`config.mk`:
```
export PLATFORM = sky130hd
export DESIGN_NAME = vga_timing
export DESIGN_NICKNAME = d
export VERILOG_FILES = /design/src/rtl/vga_timing.sv
export SDC_FILE = /design/constraint.sdc
export NUM_CORES = 1
export LEC_CHECK = 0
export BUFFER_PORTS_ARGS = -buffer_cell sky130_fd_sc_hd__buf_2
export CAP_MARGIN = 20
export CELL_PAD_IN_SITES_DETAIL_PLACEMENT = 1
export CELL_PAD_IN_SITES_GLOBAL_PLACEMENT = 1
export CORE_MARGIN = 1.5
export CORE_UTILIZATION = 40
export CTS_CLUSTER_DIAMETER = 80
export DETAILED_ROUTE_END_ITERATION = 12
export PLACE_DENSITY_LB_ADDON = 0.1
export SYNTH_ARGS = -nofsm -noshare
export SYNTH_HDL_FRONTEND = slang
export SYNTH_SLANG_ARGS = --single-unit
```
`constraint.sdc`:
```
create_clock -name aclk -period 10.2 [get_ports aclk]
set_input_delay 0.51 -clock aclk [delete_from_list [all_inputs] [get_ports aclk]]
set_output_delay 0.51 -clock aclk [all_outputs]
set_load 0.005 [all_outputs]
```
`src/rtl/vga_timing.sv`:
```
// vga_timing: parametrised VGA raster timing generator.
// Produces sync, blanking, active-select and raw x/y counters, advancing one
// pixel per pix_en. Line/frame start strobes mark entry to x==0 / (0,0).
// Timing is reprogrammable through a small config write channel. Writes land
// in staging registers, and a commit is applied at the next frame boundary
// after validation.
//
// Optional feature macro: VGA_TIMING_RASTER_IRQ_EN. When it is defined, an
// irq_line register and a raster-line irq strobe are built.
//
// Ports:
//   aclk, aresetn          clock, asynchronous active-low reset
//   pix_en                 advance one pixel on this edge
//   hsync, vsync           sync at configured polarity
//   hblank, vblank         outside horizontal/vertical active region
//   select                 active video
//   x, y                   raw pixel/line counters
//   line_start/frame_start one-cycle strobes on entry to x==0 / (0,0)
//   cfg_valid/cfg_ready    config write handshake
//   cfg_sel/cfg_data       0..7 staging fields, 8 commit, 9 irq line
//   cfg_err                one-cycle strobe: commit rejected
//   irq                    raster-line strobe
module vga_timing #(
    parameter int unsigned WIDTH    = 12,
    parameter int unsigned H_ACTIVE = 640,
    parameter int unsigned H_FRONT  = 16,
    parameter int unsigned H_SYNC   = 96,
    parameter int unsigned H_BACK   = 48,
    parameter int unsigned V_ACTIVE = 480,
    parameter int unsigned V_FRONT  = 10,
    parameter int unsigned V_SYNC   = 2,
    parameter int unsigned V_BACK   = 33,
    parameter logic        HSYNC_POL = 1'b0,
    parameter logic        VSYNC_POL = 1'b0
) (
    input  logic             aclk,
    input  logic             aresetn,
    input  logic             pix_en,
    output logic             hsync,
    output logic             vsync,
    output logic             hblank,
    output logic             vblank,
    output logic             select,
    output logic [WIDTH-1:0] x,
    output logic [WIDTH-1:0] y,
    output logic             line_start,
    output logic             frame_start,
    input  logic             cfg_valid,
    output logic             cfg_ready,
    input  logic [3:0]       cfg_sel,
    input  logic [WIDTH-1:0] cfg_data,
    output logic             cfg_err,
    output logic             irq
);

    // Totals need two extra bits: four WIDTH-bit fields can sum past 2^WIDTH.
    localparam int unsigned TW = WIDTH + 2;
    localparam logic [TW-1:0] LIMIT = TW'(1) << WIDTH;

    // Field index order: h_active, h_front, h_sync, h_back, v_active, v_front, v_sync, v_back.
    logic [WIDTH-1:0] live  [8];
    logic [WIDTH-1:0] stage [8];

    function automatic logic [WIDTH-1:0] rst_val(input int unsigned i);
        case (i)
            0:       return WIDTH'(H_ACTIVE);
            1:       return WIDTH'(H_FRONT);
            2:       return WIDTH'(H_SYNC);
            3:       return WIDTH'(H_BACK);
            4:       return WIDTH'(V_ACTIVE);
            5:       return WIDTH'(V_FRONT);
            6:       return WIDTH'(V_SYNC);
            default: return WIDTH'(V_BACK);
        endcase
    endfunction

    function automatic logic [TW-1:0] sum4(input logic [WIDTH-1:0] a, input logic [WIDTH-1:0] b,
                                           input logic [WIDTH-1:0] c, input logic [WIDTH-1:0] d);
        return TW'(a) + TW'(b) + TW'(c) + TW'(d);
    endfunction

    logic [TW-1:0]    h_total, v_total, sh_total, sv_total;
    logic             x_last, y_last, apply, stage_ok, apply_ok, xfer;
    logic [WIDTH-1:0] nx, ny;
    logic [WIDTH-1:0] d_ha, d_hf, d_hs, d_va, d_vf, d_vs;
    logic [TW-1:0]    hs_start, hs_end, vs_start, vs_end;
    logic             n_hsync, n_vsync;

    // Next position, commit validation and decode of the next position.
    always_comb begin
        h_total  = sum4(live[0], live[1], live[2], live[3]);
        v_total  = sum4(live[4], live[5], live[6], live[7]);
        sh_total = sum4(stage[0], stage[1], stage[2], stage[3]);
        sv_total = sum4(stage[4], stage[5], stage[6], stage[7]);
        x_last   = (TW'(x) == h_total - TW'(1));
        y_last   = (TW'(y) == v_total - TW'(1));
        xfer     = cfg_valid && cfg_ready;
        // A pending commit is exactly the state where cfg_ready is low.
        apply    = pix_en && x_last && y_last && !cfg_ready;
        stage_ok = (stage[0] != '0) && (stage[2] != '0) && (stage[4] != '0) && (stage[6] != '0)
                   && (sh_total <= LIMIT) && (sv_total <= LIMIT);
        apply_ok = apply && stage_ok;
        nx = x_last ? '0 : x + WIDTH'(1);
        ny = y;
        if (x_last) begin
            ny = y_last ? '0 : y + WIDTH'(1);
        end
        // The first position of a newly committed frame decodes with the new timing.
        d_ha = apply_ok ? stage[0] : live[0];
        d_hf = apply_ok ? stage[1] : live[1];
        d_hs = apply_ok ? stage[2] : live[2];
        d_va = apply_ok ? stage[4] : live[4];
        d_vf = apply_ok ? stage[5] : live[5];
        d_vs = apply_ok ? stage[6] : live[6];
        hs_start = TW'(d_ha) + TW'(d_hf);
        hs_end   = hs_start + TW'(d_hs);
        vs_start = TW'(d_va) + TW'(d_vf);
        vs_end   = vs_start + TW'(d_vs);
        n_hsync  = ((TW'(nx) >= hs_start) && (TW'(nx) < hs_end)) ? HSYNC_POL : !HSYNC_POL;
        n_vsync  = ((TW'(ny) >= vs_start) && (TW'(ny) < vs_end)) ? VSYNC_POL : !VSYNC_POL;
    end

    // Counters, registered decode outputs and strobes.
    always_ff @(posedge aclk or negedge aresetn) begin
        if (!aresetn) begin
            x           <= '0;
            y           <= '0;
            hsync       <= !HSYNC_POL;
            vsync       <= !VSYNC_POL;
            hblank      <= 1'b0;
            vblank      <= 1'b0;
            select      <= 1'b1;
            line_start  <= 1'b0;
            frame_start <= 1'b0;
            cfg_err     <= 1'b0;
        end else begin
            line_start  <= 1'b0;
            frame_start <= 1'b0;
            cfg_err     <= apply && !stage_ok;
            if (pix_en) begin
                x           <= nx;
                y           <= ny;
                hsync       <= n_hsync;
                vsync       <= n_vsync;
                hblank      <= (nx >= d_ha);
                vblank      <= (ny >= d_va);
                select      <= (nx < d_ha) && (ny < d_va);
                line_start  <= (nx == '0);
                frame_start <= (nx == '0) && (ny == '0);
            end
        end
    end

    // Staging/live timing registers and the commit handshake.
    always_ff @(posedge aclk or negedge aresetn) begin
        if (!aresetn) begin
            for (int i = 0; i < 8; i++) begin
                live[i]  <= rst_val(i);
                stage[i] <= rst_val(i);
            end
            cfg_ready <= 1'b1;
        end else begin
            if (xfer && !cfg_sel[3]) begin
                stage[cfg_sel[2:0]] <= cfg_data;
            end
            if (apply_ok) begin
                for (int i = 0; i < 8; i++) begin
                    live[i] <= stage[i];
                end
            end
            if (apply) begin
                cfg_ready <= 1'b1;
            end else if (xfer && (cfg_sel == 4'd8)) begin
                cfg_ready <= 1'b0;
            end
        end
    end

`ifdef VGA_TIMING_RASTER_IRQ_EN
    logic [WIDTH-1:0] irq_line;

    // Raster-line interrupt fires alongside line_start on the selected line.
    always_ff @(posedge aclk or negedge aresetn) begin
        if (!aresetn) begin
            irq_line <= '0;
            irq      <= 1'b0;
        end else begin
            if (xfer && (cfg_sel == 4'd9)) begin
                irq_line <= cfg_data;
            end
            irq <= pix_en && (nx == '0) && (ny == irq_line);
        end
    end
`else
    assign irq = 1'b0;
`endif

endmodule

```
==> impl_metrics.ini <==
[setup_path]
cp-start-kind = flip-flop
crit_type = reg -> reg
slowest_stage = or4_4
worst_ep_arrival_time_ps = 10100
crit_required_ps = 10700
cpPeakStageDelay_ps = 550
cp-end-kind = flip-flop
cp_max_fo = 4

[cts]
cts.clk_slew.worst_paths_ps = 60
cts_root_buf = clkbuf_16
numCtsBuffers = 30
clockBufferDepth = 3
clk-insertion-delay-late_ps = 590
cts_tree = yes
cts_sinks = 225
htreeDepth = 1

[run]
maxCapViolations = 0

[detailed_routing]
drtPass1Iterations = 4
ant_nets = 0
vias = 15060
drt-vias-per-instance = 5.610
drc = 0
wl_mm = 60.83
drtIter0Drc = 820
wl_per_cell_um = 22.65

[synth]
yosys_register_bits = 225
synthMuxAreaShare_pct = 11.05
synth_fa_ha_area_share_pct = 22.34
avgSynthCellArea_sq_um = 9.731
yosysTopAreaCell = dfrtp_1
synthSimpleGateAreaFrac_pct = 12.96
synth_top_area_share_pct = 24.45
ys_types = 99
synth_nets = 2292
synth_compound_area_share_pct = 13.05
ys_warn_count = 0
yosys_most_used_dff = dfrtp_1
synth_top_family_by_area = adder cells
synth_edf_count = 0
postSynth.asyncResetShare_pct = 100.0
yosysSeqAreaShare_pct = 29.34
synth_area_leaders = dfrtp_1, ha_1, mux2_2
synthCells = 1988
synth_xor_area_share_pct = 5.239
netlist_area_sq_um = 19340

[pwr]
power.leakage_nw = 10.23
ir_drop_v = 0.0001548
p_comb_share_pct = 46.7
seqPwrFrac_pct = 27.7
p_int_mw = 2.493
swShare_pct = 41.64
p_total_mw = 4.273
p_sw_mw = 1.779
powerDensity_nw_per_um2 = 198.2
pwr-share-clk_pct = 25.6

[cells_and_area]
synthToLayoutAreaGrowth_pct = 11.41
final_area_sq_um = 21550
finalNonFillerCells = 2685
final_cell_mix = inv_1, dfrtp_1, ha_1
fill_cells = 5369
layout.area.seq_sq_um = 5675
final_layout_size_suffix_gt1_share_pct = 19.67
final_common_cell = inv_1
nets = 2349
multi_input_area_sq_um = 12640

[die]
fp-row-count = 80
die_w_um = 222.9
fp.dieH_um = 222.9
initial_core_util_pct = 40.52
die_area_sq_um = 49690
core_sq_um = 47750
io_pins = 54

[sta]
period_share_pct = 94.20
holdWs_ps = 238.8
tightest_slew_ps = 1109
fin_crit_ps = 9608
finalHoldViolations = 0
drv_slew = 0
setup_violations = 0
relSlewSlack_pct = 26.09
fmax_mhz = 104.1
skew_ps = 26.93
tns_ps = 0

[placed_design]
port_buffers = 52
place_area_sq_um = 20340
hpwl_mm = 47.95
gp_congestion = 0.8766
place_inst = 2619

[global_route]
grt_start_max_net_pins = 99
gr-total-overflow = 0
antenna_found_initial = 0
grtUsageTotal_pct = 24.81
grt_pass1_wl_mm = 95.25
grt_pass1_vias = 16000

[hold_path]
hold_class = in -> reg

[outcome]
status = finished clean
==> worst paths after layout <==
kind / start / to / slack, ps / cells after the start
max reg2reg: live[13] / hsync / 590 / 40
max: live[13] / hsync / 590 / 40
min in group asynchronous: aresetn / stage[55] / 570 / 2
min reg2reg: stage[52] / live[52] / 490 / 2
max in group asynchronous: aresetn / live[77] / 7240 / 4
min: cfg_data[1] / stage[13] / 240 / 3
==> logic make-up after synthesis <==
kind of cell / count (synthesis)
adder cells (fa/ha/maj): 287
multiplexers: 191
AND/OR/NAND/NOR: 479
buffers and inverters: 302
other: 1
AO/OA/AOI/OAI: 392
XOR/XNOR: 111
flip-flops: 225
==> layout make-up <==
cell class / instances / area share, %
diodes: 1 / 0.01161
clock buffers: 42 / 3.878
clock inverters: 14 / 0.8012
inverters: 244 / 4.250
multi-input cells: 1461 / 58.65
flip-flops and latches: 225 / 26.33
well taps: 615 / 3.570
repair buffers: 83 / 2.502
==> synth_stat cells, drive strengths merged (16+ instances only) <==
| library cell | instances |
|---|---|
| a21o | 38 |
| a21oi | 74 |
| buf | 16 |
| clkbuf | 42 |
| dfrtp | 189 |
| dfstp | 36 |
| fa | 98 |
| ha | 186 |
| inv | 244 |
| mux2 | 180 |
| nand2 | 124 |
| nand2b | 23 |
| nand3 | 40 |
| nand4 | 18 |
| nor2 | 94 |
| nor2b | 28 |
| nor3 | 32 |
| nor4 | 34 |
| o21ai | 147 |
| xnor2 | 60 |
| xor2 | 50 |
==> registers in the layout, summed over array words and instances, names as in the netlist <==
| name | count |
|---|---|
| cfg_ready | 1 |
| frame_start | 1 |
| vblank | 1 |
| line_start | 1 |
| hblank | 1 |
| stage | 96 |
| select | 1 |
| x | 12 |
| y | 12 |
| cfg_err | 1 |
| vsync | 1 |
| hsync | 1 |
| live | 96 |
==> metal layers <==
layer	vias up	wire length [um]	GRT usage, %	share of wire, %
li1	7084	-	-	-
met1	7704	31970	38.45	53
met2	219	25510	37.07	42
met3	57	1875	2.239	3.1
met4	0	1474	5.815	2.4
met5	-	0	0	0
==> power by group through the flow <==
stage,logic [mW],registers (mW),clock network [mW]
after detailed placement,1.96,1.20,0
after CTS,1.98,1.18,1.12
after global placement,1.92,1.19,0
after global routing,2.26,1.20,1.15
final,1.99,1.18,1.09
after floorplan,1.40,1.12,0
==> worst max-delay path: cells and delay by family, from the launching register on <==
kind                       cells  cell delay, ps
muxes                          2             440
DFF                            1             510
xor gates and xnor gates       3             450
buffers and inverters          5             300
and+or+nand+nor                9            2560
AOI/OAI and AO/OA             12            2220
adders and majority gates      9            3040
==> repair_timing <==
| item | in CTS | in global routing |
|---|---|---|
| setup endpoints to repair | 0 | 2 |
| hold buffers | 1 | 0 |
| buffers inserted | 0 | 7 |
| endpoints found under the hold margin | 2 | 0 |
| gates resized for setup | 0 | 21 |
==> stage by stage <==
step,setup slack [ps],util [%]
after floorplan,371.3,-
after global placement,529.1,42.60
after detailed placement,284.5,42.60
after CTS,237.4,44.74
after global routing,-42.00,45.13
final,592.0,45.14
No activity file was read; power rests on OpenSTA's default activity.
